`config.mk`:
```
export PLATFORM = sky130hd
export DESIGN_NAME = instr_fetch
export DESIGN_NICKNAME = d
export VERILOG_FILES = /design/src/rtl/riscv_pkg.sv /design/src/rtl/instr_fetch_pc_next.sv /design/src/rtl/instr_fetch.sv
export SDC_FILE = /design/constraint.sdc
export NUM_CORES = 1
export LEC_CHECK = 0
export BUFFER_PORTS_ARGS = -buffer_cell sky130_fd_sc_hd__buf_4
export CAP_MARGIN = 20
export CORE_MARGIN = 5
export CORE_UTILIZATION = 50
export DETAILED_ROUTE_END_ITERATION = 8
export PLACE_DENSITY_LB_ADDON = 0.1
export SLEW_MARGIN = 15
export SYNTH_ARGS = -nofsm -noshare
export SYNTH_HDL_FRONTEND = slang
export SYNTH_SLANG_ARGS = --single-unit
export TNS_END_PERCENT = 1
```
`constraint.sdc`:
```
create_clock -name clk -period 3 [get_ports clk]
set_input_delay 0 -clock clk [delete_from_list [all_inputs] [get_ports clk]]
set_output_delay 0 -clock clk [all_outputs]
set_load 0.005 [all_outputs]
```
`src/rtl/riscv_pkg.sv`:
```
// Shared RISC-V core definitions: fetch FSM states, NOP encoding and base opcodes.
// The HALT state exists only when FETCH_MISALIGN_TRAP_EN is defined.
package riscv_pkg;

   localparam logic [31:0] NOP_INSTR = 32'h0000_0013;  // addi x0, x0, 0

   localparam logic [6:0] OP_LOAD   = 7'b0000011;
   localparam logic [6:0] OP_STORE  = 7'b0100011;
   localparam logic [6:0] OP_RTYPE  = 7'b0110011;
   localparam logic [6:0] OP_BRANCH = 7'b1100011;

   typedef enum logic [1:0] {
      IDLE,
      FETCH,
      HOLD
`ifdef FETCH_MISALIGN_TRAP_EN
      , HALT
`endif
   } fetch_state_t;

endpackage

```
`src/rtl/instr_fetch_pc_next.sv`:
```
// Next-PC selection: branch target when the decoder's branch meets the ALU zero
// flag, otherwise the sequential address. All sums wrap modulo 2^XLEN.
module pc_next #(
   parameter int XLEN = 32
) (
   input  logic [XLEN-1:0] pc,
   input  logic [XLEN-1:0] imm_ext,
   input  logic            branch,
   input  logic            zero,
   output logic [XLEN-1:0] target,
   output logic            pcsrc
);

   assign pcsrc  = branch & zero;
   assign target = pcsrc ? (pc + imm_ext) : (pc + XLEN'(4));

endmodule

```
`src/rtl/instr_fetch.sv`:
```
// Instruction fetch stage: PC register plus req/ack handshake with instruction memory.
// Optional FETCH_MISALIGN_TRAP_EN halts fetch on a misaligned target instead of masking it.
module instr_fetch
   import riscv_pkg::*;
#(
   parameter int              XLEN     = 32,
   parameter logic [XLEN-1:0] RESET_PC = 32'h0000_0000
) (
   input  logic            clk,
   input  logic            rst,
   output logic            imem_req,
   output logic [XLEN-1:0] imem_addr,
   input  logic            imem_ack,
   input  logic [31:0]     imem_rdata,
   input  logic            branch,
   input  logic            zero,
   input  logic [XLEN-1:0] imm_ext,
   input  logic            retire,
   output logic            instr_valid,
   output logic [31:0]     instr,
   output logic [6:0]      op,
   output logic [XLEN-1:0] pc,
   output logic [XLEN-1:0] pc_plus4
`ifdef FETCH_MISALIGN_TRAP_EN
   ,
   output logic            misalign
`endif
);

   fetch_state_t    state;
   logic [XLEN-1:0] target;
   logic            pcsrc;

   pc_next #(.XLEN(XLEN)) u_pc_next (
      .pc      (pc),
      .imm_ext (imm_ext),
      .branch  (branch),
      .zero    (zero),
      .target  (target),
      .pcsrc   (pcsrc)
   );

   assign imem_addr = pc;
   assign op        = instr[6:0];
   assign pc_plus4  = pc + XLEN'(4);

   // NOTE: every register here is state, so only non-blocking assignments are used;
   // the reset branch is asynchronous and must be the first test in the block.
   always_ff @(posedge clk or posedge rst) begin
      if (rst) begin
         state       <= IDLE;
         pc          <= RESET_PC;
         instr       <= NOP_INSTR;
         instr_valid <= 1'b0;
         imem_req    <= 1'b0;
`ifdef FETCH_MISALIGN_TRAP_EN
         misalign    <= 1'b0;
`endif
      end else begin
         case (state)
            IDLE: begin
               imem_req <= 1'b1;
               state    <= FETCH;
            end

            FETCH: begin
               if (imem_ack) begin
                  instr       <= imem_rdata;
                  instr_valid <= 1'b1;
                  imem_req    <= 1'b0;
                  state       <= HOLD;
               end
            end

            HOLD: begin
               if (retire) begin
                  instr_valid <= 1'b0;
`ifdef FETCH_MISALIGN_TRAP_EN
                  // Only a taken branch can produce a misaligned target.
                  if (pcsrc && (target[1:0] != 2'b00)) begin
                     misalign <= 1'b1;
                     state    <= HALT;
                  end else begin
                     pc       <= target;
                     imem_req <= 1'b1;
                     state    <= FETCH;
                  end
`else
                  // Sequential targets are aligned by construction; mask branch offsets.
                  pc       <= pcsrc ? {target[XLEN-1:2], 2'b00} : target;
                  imem_req <= 1'b1;
                  state    <= FETCH;
`endif
               end
            end

`ifdef FETCH_MISALIGN_TRAP_EN
            HALT: begin
               imem_req    <= 1'b0;
               instr_valid <= 1'b0;
            end
`endif

            default: begin
               imem_req    <= 1'b0;
               instr_valid <= 1'b0;
               state       <= IDLE;
            end
         endcase
      end
   end

endmodule

```
== Word-level counts from Yosys, hierarchy flattened ==
Cells that the tools add are included.

* Muxes and demuxes: 11
* Add/subtract/negate cells: 2
* Equal/unequal tests: 4
* Bitwise logic cells: 2
* Reductions and logical operators: 5

{| class="wikitable"
|+ Operator list
! kind !! count
|-
| 32-bit by 3-bit adder with 32-bit output, second input constant || 1
|-
| 32-bit adder || 1
|-
| 32-bit two-way mux || 1
|-
| 2-bit two-way mux || 3
|-
| 1-bit case mux with 3 select lines || 2
|-
| 2-bit case mux with 3 select lines || 1
|-
| 2-bit AND reduction || 3
|-
| 1-bit two-way mux || 4
|-
| 2-bit inequality test, second input constant || 2
|-
| 3-bit AND reduction || 1
|-
| 2-bit by 1-bit == test with 1-bit output, second input constant || 1
|-
| 2-bit == test, second input constant || 1
|-
| 2-bit logical NOT || 1
|-
| 1-bit AND || 1
|-
| 1-bit NOT || 1
|}

* Flip-flop bits (word level): 68
* Word-level logic and storage cells: 29
* Bits of input ports: 70
* Output and inout port bits: 137

== Depth between registers and ports, before layout ==
Gate-level depths: netlist of the first run.

* Depth after elaboration: 3
* Depth in mapped cells: 12

== Cells and area by module ==
Synthesis of the first run repeated with hierarchy kept, for this count alone.

* Cells, all modules: 689
* Area, all modules: 6,173.4 um2

{| class="wikitable"
|+ Modules (own cells, without submodules)
! module !! sequential area each (um2) !! cells each !! instances !! area each (um2)
|-
| instr_fetch || 1,680.4 || 282 || 1 || 3,488.3
|-
| pc_next || 0.0 || 407 || 1 || 2,685.1
|}

== Worst setup path after synthesis of the first run ==
No wires, ideal clock.

* Path type: flip-flop to flip-flop
* From: register pc[0] (netlist: imem_addr[0])
* To: register pc[28] (netlist: imem_addr[28])
* Data required time: 2,876 ps
* Arrival: 2,636 ps
* Path slack: 240 ps
* Clock period less this slack: 2,760 ps
* Stages on the path, launching flop included: 13
* Path buffers: 0
* Cell sequence: dfrtp_1 > ha_1 > inv_1 > fa_1 > and2b_1 > o31a_2 > o21a_2 > nand4_2 > o21a_1 > o31a_1 > o31ai_2 > xnor2_1 > o21ai_1

* Cells in the longest elaborated chain, start to end: 2
* Elaborated cells between the ends (all ways): 3
* Classes of those cells: add/sub: 2; mux: 1

{| class="wikitable"
|+ RTL lines
! what !! line !! source
|-
| start: declaration || instr_fetch.sv:22 || <nowiki>output logic [XLEN-1:0] pc,</nowiki>
|-
| start signal: assignment || instr_fetch.sv:90 || <nowiki>pc <= pcsrc ? {target[XLEN-1:2], 2'b00} : target;</nowiki>
|-
| 32-bit by 3-bit adder with 32-bit output / 32-bit adder (equally long branches) || instr_fetch_pc_next.sv:15 || <nowiki>assign target = pcsrc ? (pc + imm_ext) : (pc + XLEN'(4));</nowiki>
|-
| 32-bit two-way mux (*) || instr_fetch_pc_next.sv:15 ||
|}

Every way passes the cells marked *; elsewhere a longest branch is shown, timed or not.
A chain may end at the register's enable or synchronous reset.

== Worst setup path after layout of the first run ==
* From: register pc[0] (netlist: imem_addr[0])
* To: register pc[24] (netlist: imem_addr[24])

Same word-level chain as after synthesis.

==> impl_results.md, run 1 <==
- Unrepaired setup endpoints after global routing: true
- Sw power: 0.00333 W
- Setup crit start kind: register
- Largest net degree at the start of global routing: 38
- Relative slew slack: around half
- Reg2Reg Depth: 12
- Least-Margin Pin Slew: ~760 ps
- Post-synthesis cell count: roughly 620
- First-pass GRT wire length: approximately 29 mm
- Final hold viol count: 0
- Top_reg_cell synth: dfrtp_1
- Critical path depth: 12
- Clk pwr share: 11.5%
- Reg-to-reg startpoint: imem_addr[0]$_DFFE_PP0P_
- Netlist Area Pre-Place: 5330 sq um
- Rows: 37
- Critical-path top delay cell: fa_1
- # diodes: 0
- Initial DRT Pass Iterations: 5
- Hpwl dp: approximately 13 mm
- Critical path origin: imem_addr[0]$_DFFE_PP0P_
- Num CTS Buffers: 9
- End point of the critical path: imem_addr[24]$_DFFE_PP0P_
- Setup slack, reg-to-reg: around 120 ps
- DR iter-0 viols: 315
- Sequential Power Share: between 20% and 30%
- Crit share post-route: 95.9%
- Starting Density: around half
- # fillers: between 700 and 800
- Leakage: around 3.6 nW
- Total power: 0.00775 W
- #FFs+latches synth: 67
- Post-synth EDFFs: 0
- Initial antenna violation count: 0
- Die Height: ~110 um
- Via density: between 5 and 6
- Fmax: 0.348 GHz
- Crit-path cells: ha_2 > inv_1 > fa_1 > and2b_1 > o31a_2 > o21a_2 > nand4_2 > o21a_1 > o31a_1 > o21bai_1 > xnor2_1 > o221ai_1
- WP data required: around 3200 ps
- CP Capture Type: register
- Post-route ant nets: 0
- Status: finished clean
- All-layer global routing usage: between 20% and 30%
- Synth-to-layout area growth: 39.1%
- Worst hold path type: in -> reg
- Net Sw Frac: between 40% and 50%
- Fin nets: between 900 and 1,000
- DRC viols: 0
- Routability Congestion: about 1
- PortBufs: 206
- CP arrival: ~3100 ps
- Core Region: a little over 10,000 sq um
- Crit path time final: approximately 2900 ps
- Share of cells above drive strength 1: 36.6%
- Post-CTS setup buffer count: 0
- Critical Path Fanout Max: 4
- Die area: 12,800 sq um
- Max VDD drop: ~480 uV
- Chip width: ~110 um
- Top Family by Delay on Critical Path: compound AO/OA/AOI/OAI gates
- Via count: approximately 5,500
- Crit path buffers/inverters: 1
- Longest Clk Path Bufs: 2
- H-tree levels: 3
- RR Endpoint: imem_addr[24]$_DFFE_PP0P_
- Vias in the first global route: about 5,600
- Sequential area share after synthesis: about a third
- P_int: 0.00442 W
- Synth cell types: 64
- Worst skew pair latency: roughly 360 ps
- Syn avg cell area: 8.67 sq um
- IO Count: slightly above 200
- Max-cap violation count: 0
- Drt total wl: approximately 18 mm
- Syn nets: 718
- Crit path largest cell delay: around 400 ps
- Crit path kind: reg -> reg
- Final max-slew violation count: 0
- Combinational fraction of design power: approximately 64%
- Clock Root Buffer: clkbuf_8
- Clock-pin slew on the worst setup and hold paths: around 100 ps
- Clock skew: roughly 17 ps
- TritonCTS clock tree: done
- Power Density: 1040 nW/um^2
- Syn. warnings: 0
- Post-synth ARST share: 100%
- Clock Sinks: 67
- Multi-input gate area: roughly 3200 sq um
- Final hold slack: 42.1 ps
- Setup violators final: 0
- Storage cell area: 1680 sq um
- WL per Instance: ~19 um
- Congestion Overflow GR: 0
## area by class of cell
class | instances | area share (%)
well taps | 136 | 2.29
multi-input cells | 464 | 43.2
inverters | 19 | 0.961
clock buffers | 9 | 1.67
clock inverters | 7 | 1.35
flip-flops and latches | 67 | 22.7
repair buffers | 263 | 27.8
## power by group through the flow
stage / registers, W / logic, W / clock network [W]
after floorplan: 0.00186 / 0.00290 / 0
after global placement: 0.00182 / 0.00476 / 0
after detailed placement: 0.00186 / 0.00482 / 0
after CTS: 0.00185 / 0.00490 / 0.000892
after global routing: 0.00195 / 0.00542 / 0.000927
final: 0.00189 / 0.00497 / 0.000889
## synth_stat cells (all sizes together), types with 2 or more instances
master / number / share of area [%]
o21bai: 5 / 0.70
nand3b: 2 / 0.28
a211oi: 7 / 1.1
a22oi: 8 / 1.1
o21a: 7 / 1.0
or2: 2 / 0.23
nor4: 2 / 0.23
dfrtp: 64 / 30
ha: 32 / 7.5
o31ai: 3 / 0.52
a21o: 14 / 2.0
o22ai: 7 / 0.82
and3: 8 / 0.94
nor3: 9 / 0.94
nand2: 66 / 4.7
clkbuf: 22 / 1.5
a2bb2oi: 2 / 0.33
and4: 4 / 0.66
mux2: 32 / 6.8
xor2: 18 / 3.0
and2: 5 / 0.59
a31oi: 6 / 0.70
a21oi: 63 / 6.1
nor2: 39 / 2.9
xnor2: 35 / 5.7
o31a: 2 / 0.35
buf: 43 / 5.9
o21ai: 39 / 3.7
nand4: 10 / 1.3
inv: 19 / 1.3
nand3: 16 / 1.6
o211ai: 3 / 0.52
dfstp: 3 / 1.5
## per-stage QoR
step           cells  worst slack, ps  setup TNS [ps]  cell area [sq um]  util (%)
2_1_floorplan    615              240               0               5330         -
3_3_place_gp     913              170               0               6810      65.7
3_5_place_dp     913             70.5               0               6810      65.7
4_1_cts          965             42.6               0               7390      71.3
5_1_grt          965            -4.43           -4.43               7420      71.5
6_report         965              122               0               7420      71.5
## worst register-to-register path, delay by kind of cell, from the launching register on
family | cells | cell delay [ps]
adder cells (fa/ha/maj) | 2 | 610
AND/OR/NAND/NOR | 2 | 390
AO/OA/AOI/OAI | 6 | 1200
buffers and inverters | 1 | 50
XOR/XNOR | 1 | 140
flip-flops | 1 | 380
## worst min path at each step
stage / slack (ps) / start / end / cells past startpoint
5_1_grt: 80 / imm_ext[31] / imem_addr[31]$_DFFE_PP0P_ / 4
4_1_cts: 40 / imm_ext[31] / imem_addr[31]$_DFFE_PP0P_ / 4
6_report: 40 / imm_ext[31] / imem_addr[31]$_DFFE_PP0P_ / 4
3_5_place_dp: 70 / rst / instr[28]$_DFFE_PP0P_ / 2
3_3_place_gp: 60 / rst / instr[28]$_DFFE_PP0P_ / 2
2_1_floorplan: 150 / imem_rdata[15] / instr[15]$_DFFE_PP0P_ / 1
## logic make-up (layout without fill, tap and decap cells)
logic type	after synthesis	after routing	share of synthesized area, %
AO/OA/AOI/OAI	178	178	21.2
XOR/XNOR	53	53	8.71
adder cells (fa/ha/maj)	33	33	7.89
buffers and inverters	84	298	8.80
flip-flops	67	67	31.5
multiplexers	33	33	6.95
AND/OR/NAND/NOR	167	167	14.9
## per-layer routing
| metal | track usage [%] | share of wire [%] | vias up |
|---|---|---|---|
| met3 | 4.39 | 6.8 | 29 |
| met5 | 0 | 0 | - |
| met1 | 35.5 | 42 | 2634 |
| li1 | - | - | 2579 |
| met4 | 7.93 | 1.8 | 0 |
| met2 | 48.4 | 50 | 244 |
## flip-flops by register name, indices dropped and copies added, names as in the netlist
register,cells
state,2
imem_addr,32
instr,32
instr_valid,1
## repair_timing
action | CTS | global route
gates resized for setup | 0 | 7
endpoints found under the setup margin | 0 | 9
hold buffers | 36 | 0
endpoints found under the hold margin | 59 | 0
## cell usage in the layout, fill, tap and decap left out, types with 14 or more instances in the layout
master	netlist	layout
buf_4	41	227
nand2_1	65	65
dfrtp_1	64	64
a21oi_1	61	59
dlygate4sd3_1	0	36
nor2_1	38	35
xnor2_1	35	35
o21ai_0	33	33
mux2_2	32	32
ha_1	32	30
inv_1	19	18
xor2_1	18	18
nand3_1	15	15
a21o_1	14	14
No activity file was read; power rests on OpenSTA's default activity.
==> inputs of run 2 (changes only) <==
- SYNTH_HIERARCHICAL: unset -> 1
==> impl_results.md, run 2 <==
- IO Count: 207 (unchanged)
- Final hold viol count: 0 (unchanged)
- Via density: 5.68 (about the same)
- Syn. warnings: 6 (+6)
- Die area: 14,700 sq um (+14%)
- Least-Margin Pin Slew: 915 ps (+157 ps)
- All-layer global routing usage: 28.9% (+1.2 points)
- Post-synth ARST share: 100% (unchanged)
- Grt peak-use layer: met2
- Die Height: 121 um (+6.9%)
- Most frequent cells in the layout: buf_4 (248), nand2_1 (82), dfrtp_1 (64)
- Clock Sinks: 67 (unchanged)
- Worst skew pair latency: 340 ps (-20 ps)
- DR iter-0 viols: 605 (+92%)
- Fin area: 8570 sq um (+16%)
- Setup crit start kind: register
- Synth cell count leaders: nand2_1 (82), dfrtp_1 (64), mux2_2 (62)
- CP arrival: 3060 ps (-60 ps)
- Post-synthesis cell count: 689 (+12%)
- Routability Congestion: 0.883 (-9.7%)
- M2 GR Usage: 45.8% (-2.6 points)
- Clock skew: 9.20 ps (-7.87 ps)
- Place WS: -10.2 ps (-80.6 ps)
- Placed instance count: 1,042 (+14%)
- WL per Instance: 19.4 um (+2.1%)
- Synth cell types: 68 (+6.3%)
- Critical Path Fanout Max: 5 (+1)
- #FFs+latches synth: 67 (unchanged)
- Fmax: 0.352 GHz (+1.4%)
- Syn avg cell area: 8.96 sq um (+3.4%)
- Top_reg_cell synth: dfrtp_1
- Critical-path top delay cell: dfrtp_1
- Leakage: 4.07 nW (+14%)
- Top Family by Delay on Critical Path: compound AO/OA/AOI/OAI gates
- Post-synth EDFFs: 0 (unchanged)
- Clock-pin slew on the worst setup and hold paths: 60 ps (-40 ps)
- Unrepaired setup endpoints after global routing: false
- WP data required: 3220 ps (-20 ps)
- Core Region: 12,100 sq um (+16%)
- Cell with the most instances after synthesis: nand2_1
- Sequential area share after synthesis: 27.2% (-4.3 points)
- Storage cell area: 1680 sq um (unchanged)
- Congestion Overflow GR: 0 (unchanged)
- # diodes: 0 (unchanged)
- Status: finished clean
- Drt total wl: 21.2 mm (+16%)
- Met1 Use GR: 39.5% (+4.0 points)
- Crit path buffers/inverters: 0 (-1)
- Layout Utilization: 71.0% (-0.50 points)
- Chip width: 121 um (+6.9%)
- Share of cells above drive strength 1: 39.1% (+2.5 points)
- Crit path time final: 2840 ps (-40.2 ps)
- Crit-path cells: ha_1 > fa_2 > a211oi_2 > o21ai_2 > o2111ai_4 > a22oi_4 > a221oi_4 > nand4_1 > and4_1 > mux2_2
- DP Area: 7840 sq um (+15%)
- Crit path kind: reg -> reg
- Worst hold path type: in -> reg
- Final max-slew violation count: 0 (unchanged)
- Clock Root Buffer: clkbuf_16
- Yosys top cell area share: 25.9% (-4.1 points)
- # fillers: 958 (+20%)
- Relative slew slack: 39.0% (-10 points)
- DRC viols: 0 (unchanged)
- Largest area contributor in the netlist: dfrtp_1
- Fin nets: 1,025 (+11%)
- Crit path largest cell delay: 380 ps (-20 ps)
- Setup ws final: 163 ps (+40.2 ps)
- Longest Clk Path Bufs: 2 (unchanged)
- Power Density: 1030 nW/um^2 (-0.93%)
- Rows: 40 (+8.1%)
- Syn nets: 793 (+10%)
- H-tree levels: 3 (unchanged)
- CP Capture Type: register
- Setup violators final: 0 (unchanged)
- TritonCTS clock tree: done
- Met3 usage: 7.83% (+3.4 points)
- First-pass GRT wire length: 33.5 mm (+15%)
- Max-cap violation count: 0 (unchanged)
- PortBufs: 206 (unchanged)
- Starting Density: 51.2% (-0.23 points)
- Synth-to-layout area growth: 38.8%
- Multi-input gate area: 4090 sq um (+27%)
- Netlist Area Pre-Place: 6170 sq um (+16%)
- Non-Filler Instances: 1,094 (+13%)
- Initial DRT Pass Iterations: 5 (unchanged)
- Largest net degree at the start of global routing: 68 (+79%)
- Via count: 6,215 (+13%)
- Vias in the first global route: 6,237 (+12%)
- Num CTS Buffers: 9 (unchanged)
- Crit share post-route: 94.6% (-1.3 points)
- Synth area leaders: dfrtp_1 (26%), mux2_2 (11%), ha_1 (6.7%)
- Post-route ant nets: 0 (unchanged)
- Most common cell after layout, fill and taps aside: buf_4
- Initial antenna violation count: 0 (unchanged)
- Hpwl dp: 15.4 mm (+21%)
- Max VDD drop: 645 uV (+35%)
==> run 2: layer usage <==
metal	vias to the layer above	share of wire, %
li1	2912	-
met1	2989	43
met3	17	9.5
met2	297	46
met5	-	0
met4	0	1.1
==> run 2: report_power, final <==
group / internal [W] / leakage (nW) / total (W) / switching (W)
registers: 0.00136 / 0.814 / 0.00174 / 0.000375
logic: 0.00293 / 3.10 / 0.00595 / 0.00302
clock network: 0.000772 / 0.159 / 0.00118 / 0.000408
total: 0.00506 / 4.07 / 0.00887 / 0.00380
==> run 2: worst paths after layout <==
| path | depth (start not counted) | slack [ps] | start | endpoint |
|---|---|---|---|---|
| max | 10 | 160 | imem_addr[0]$_DFFE_PP0P_ | imem_addr[28]$_DFFE_PP0P_ |
| min | 6 | 230 | imm_ext[0] | imem_addr[0]$_DFFE_PP0P_ |
| max reg2reg | 10 | 160 | imem_addr[0]$_DFFE_PP0P_ | imem_addr[28]$_DFFE_PP0P_ |
| min reg2reg | 1 | 510 | instr[14]$_DFFE_PP0P_ | instr[14]$_DFFE_PP0P_ |
| max in group asynchronous | 4 | 1860 | rst | imem_addr[31]$_DFFE_PP0P_ |
| min in group asynchronous | 4 | 560 | rst | instr[22]$_DFFE_PP0P_ |
==> run 2: metrics by stage <==
stage	power, W	setup TNS, ps	hold WS [ps]
after floorplan	0.00508	0	112
after global placement	0.00734	0	219
after detailed placement	0.00746	-10.2	224
after CTS	0.00876	0	215
after global routing	0.00946	0	266
final	0.00887	0	227
==> run 2: layout make-up <==
class                           instances  area share (%)
Clock buffer                           12            2.99
Inverter                               10           0.438
Sequential cell                        67            19.6
Timing Repair Buffer                  284            25.9
Multi-Input combinational cell        549            47.7
Tap cell                              168            2.45
Clock inverter                          4           0.847
==> run 2: worst min-delay path: stages <==
cell      delay [ps]
buf_4             90
ha_1             140
nand2_1           50
nand2_1           50
nand2b_1          50
o21ai_0          150
==> run 2: timing repair <==
action / in CTS / in global routing
endpoints found under the setup margin: 2 / 6
hold buffers: 36 / 0
endpoints found under the hold margin: 99 / 0
setup buffers: 0 / 0
gates resized for setup: 1 / 5
pin swaps: 0 / 1
==> run 2: logic make-up (layout without fill, tap and decap cells) <==
logic type | after synthesis | in the layout | share of synthesized area (%)
DFF | 67 | 67 | 27.2
AOI/OAI and AO/OA | 129 | 129 | 14.5
adders and majority gates | 34 | 34 | 7.01
xor gates and xnor gates | 80 | 80 | 11.3
muxes | 69 | 69 | 12.4
and+or+nand+nor | 237 | 237 | 20.3
buffers and inverters | 73 | 310 | 7.15
==> inputs of run 3 (changes only) <==
--- a/config.mk
+++ b/config.mk
@@ -13,3 +13,2 @@
 export PLACE_DENSITY_LB_ADDON = 0.1
-export SLEW_MARGIN = 15
 export SYNTH_ARGS = -nofsm -noshare
--- a/constraint.sdc
+++ b/constraint.sdc
@@ -3,2 +3,2 @@
 set_output_delay 0 -clock clk [all_outputs]
-set_load 0.005 [all_outputs]
+set_load 0.1 [all_outputs]
==> impl_results.md, run 3 (synthesized netlist as in run 2, its figures left out) <==
- PortBufs: 206 (unchanged)
- Crit share post-route: 97.0% (+2.4 points)
- Routability Congestion: 0.951 (+7.7%)
- Die Height: 121 um (unchanged)
- Status: finished clean
- Final hold viol count: 0 (unchanged)
- Die area: 14,700 sq um (unchanged)
- # diodes: 0 (unchanged)
- CP Capture Type: register
- DRC viols: 0 (unchanged)
- Num CTS Buffers: 9 (unchanged)
- CP arrival: 3140 ps (+80 ps)
- Grt peak-use layer: met2
- Most common cell after layout, fill and taps aside: buf_4
- Setup crit start kind: register
- Fmax: 0.344 GHz (-2.5%)
- Worst hold path type: in -> reg
- Relative slew slack: 50.3% (+11 points)
- H-tree levels: 3 (unchanged)
- IO Count: 207 (unchanged)
- Clock Root Buffer: clkbuf_16
- Place WS: 53.7 ps (+63.8 ps)
- Synth-to-layout area growth: 39.4%
- All-layer global routing usage: 29.4% (+0.47 points)
- Longest Clk Path Bufs: 2 (unchanged)
- First-pass GRT wire length: 33.8 mm (+0.85%)
- Via count: 6,211 (-0.064%)
- Unrepaired setup endpoints after global routing: false
- Clock-pin slew on the worst setup and hold paths: 60 ps (about the same)
- Congestion Overflow GR: 0 (unchanged)
- Post-route ant nets: 0 (unchanged)
- WL per Instance: 19.9 um (+2.5%)
- Final max-slew violation count: 0 (unchanged)
- Least-Margin Pin Slew: 745 ps (-170 ps)
- Met3 usage: 6.29% (-1.5 points)
- Worst skew pair latency: 340 ps (about the same)
- Setup ws final: 90.6 ps (-72.1 ps)
- Crit-path cells: ha_1 > fa_2 > a211oi_2 > o21ai_2 > o2111ai_4 > a22oi_4 > a221oi_2 > buf_4 > or4_1 > and4_1 > mux2_2
- Max-cap violation count: 0 (unchanged)
- Share of cells above drive strength 1: 39.3% (+0.24 points)
- Setup violators final: 0 (unchanged)
- TritonCTS clock tree: done
- Crit path kind: reg -> reg
- Hpwl dp: 15.8 mm (+2.1%)
- Initial antenna violation count: 0 (unchanged)
- Crit path largest cell delay: 480 ps (+100 ps)
- Core Region: 12,100 sq um (unchanged)
- Vias in the first global route: 6,265 (+0.45%)
- DR iter-0 viols: 489 (-19%)
- Initial DRT Pass Iterations: 5 (unchanged)
- Drt total wl: 21.8 mm (+2.7%)
- Critical-path top delay cell: or4_1
- WP data required: 3230 ps (about the same)
- Crit path buffers/inverters: 1 (+1)
- Rows: 40 (unchanged)
- Starting Density: 51.2% (unchanged)
- Critical Path Fanout Max: 5 (unchanged)
- Final hold slack: 183 ps (-43.7 ps)
- Clock skew: 7.08 ps (-2.12 ps)
- Largest net degree at the start of global routing: 46 (-32%)
- Top Family by Delay on Critical Path: compound AO/OA/AOI/OAI gates
- Fin nets: 1,027 (+0.20%)
- Clock Sinks: 67 (unchanged)
- Crit path time final: 2910 ps (+72.1 ps)
- Most frequent cells in the layout: buf_4 (250), nand2_1 (82), dfrtp_1 (64)
- Chip width: 121 um (unchanged)
- M2 GR Usage: 46.8% (+0.90 points)
- Met1 Use GR: 40.2% (+0.68 points)
- Via density: 5.67 (-0.25%)
- Layout Utilization: 71.4% (+0.33 points)
==> run 3: stage by stage <==
stage	instance area, sq um	setup TNS, ps	cells
2_1_floorplan	6200	-11710	689
4_1_cts	8590	0	1095
5_1_grt	8610	0	1096
6_report	8610	0	1096
3_5_place_dp	7870	0	1043
3_3_place_gp	7870	0	1043
==> run 3: area by class of cell <==
cell class	count	area [sq um]
Inverter	10	37.5
Sequential cell	67	1680
Clock buffer	12	267
Multi-Input combinational cell	549	4080
Timing Repair Buffer	286	2240
Tap cell	168	210
Clock inverter	4	95.1
Fill cell	930	3450
==> run 3: what timing repair did <==
action,4_1_cts,5_1_grt
hold buffers,36,0
endpoints found under the setup margin,0,6
setup buffers,0,1
hold endpoints to repair,49,0
resized for setup,0,2
==> run 3: final timing paths <==
| check | startpoint | to | slack, ps | cells after the start |
|---|---|---|---|---|
| worst max-delay path | imem_addr[0]$_DFFE_PP0P_ | imem_addr[28]$_DFFE_PP0P_ | 90 | 11 |
| max in group asynchronous | rst | instr[1]$_DFFE_PP1P_ | 1940 | 4 |
| worst min-delay path | imm_ext[0] | imem_addr[0]$_DFFE_PP0P_ | 180 | 6 |
| min in group asynchronous | rst | imem_addr[31]$_DFFE_PP0P_ | 250 | 3 |
| worst min register to register | instr[7]$_DFFE_PP0P_ | instr[7]$_DFFE_PP0P_ | 500 | 1 |
| worst max register to register | imem_addr[0]$_DFFE_PP0P_ | imem_addr[28]$_DFFE_PP0P_ | 90 | 11 |
==> run 3: per-layer routing <==
| layer | wire, um | part of all wire [%] |
|---|---|---|
| met5 | 0 | 0 |
| met4 | 437 | 2.0 |
| met3 | 1890 | 8.6 |
| met2 | 10000 | 46 |
| met1 | 9480 | 43 |
==> run 3: worst min-delay path: stages <==
cell and delay, ps:
buf_4 90, ha_1 120, nand2_1 40, nand2_1 50, nand2b_1 50, o21ai_0 130
Power of run 3 is left out: the tool's default activity adds up to more than one toggle a clock period on the data nets, which glitch-free logic cannot reach.
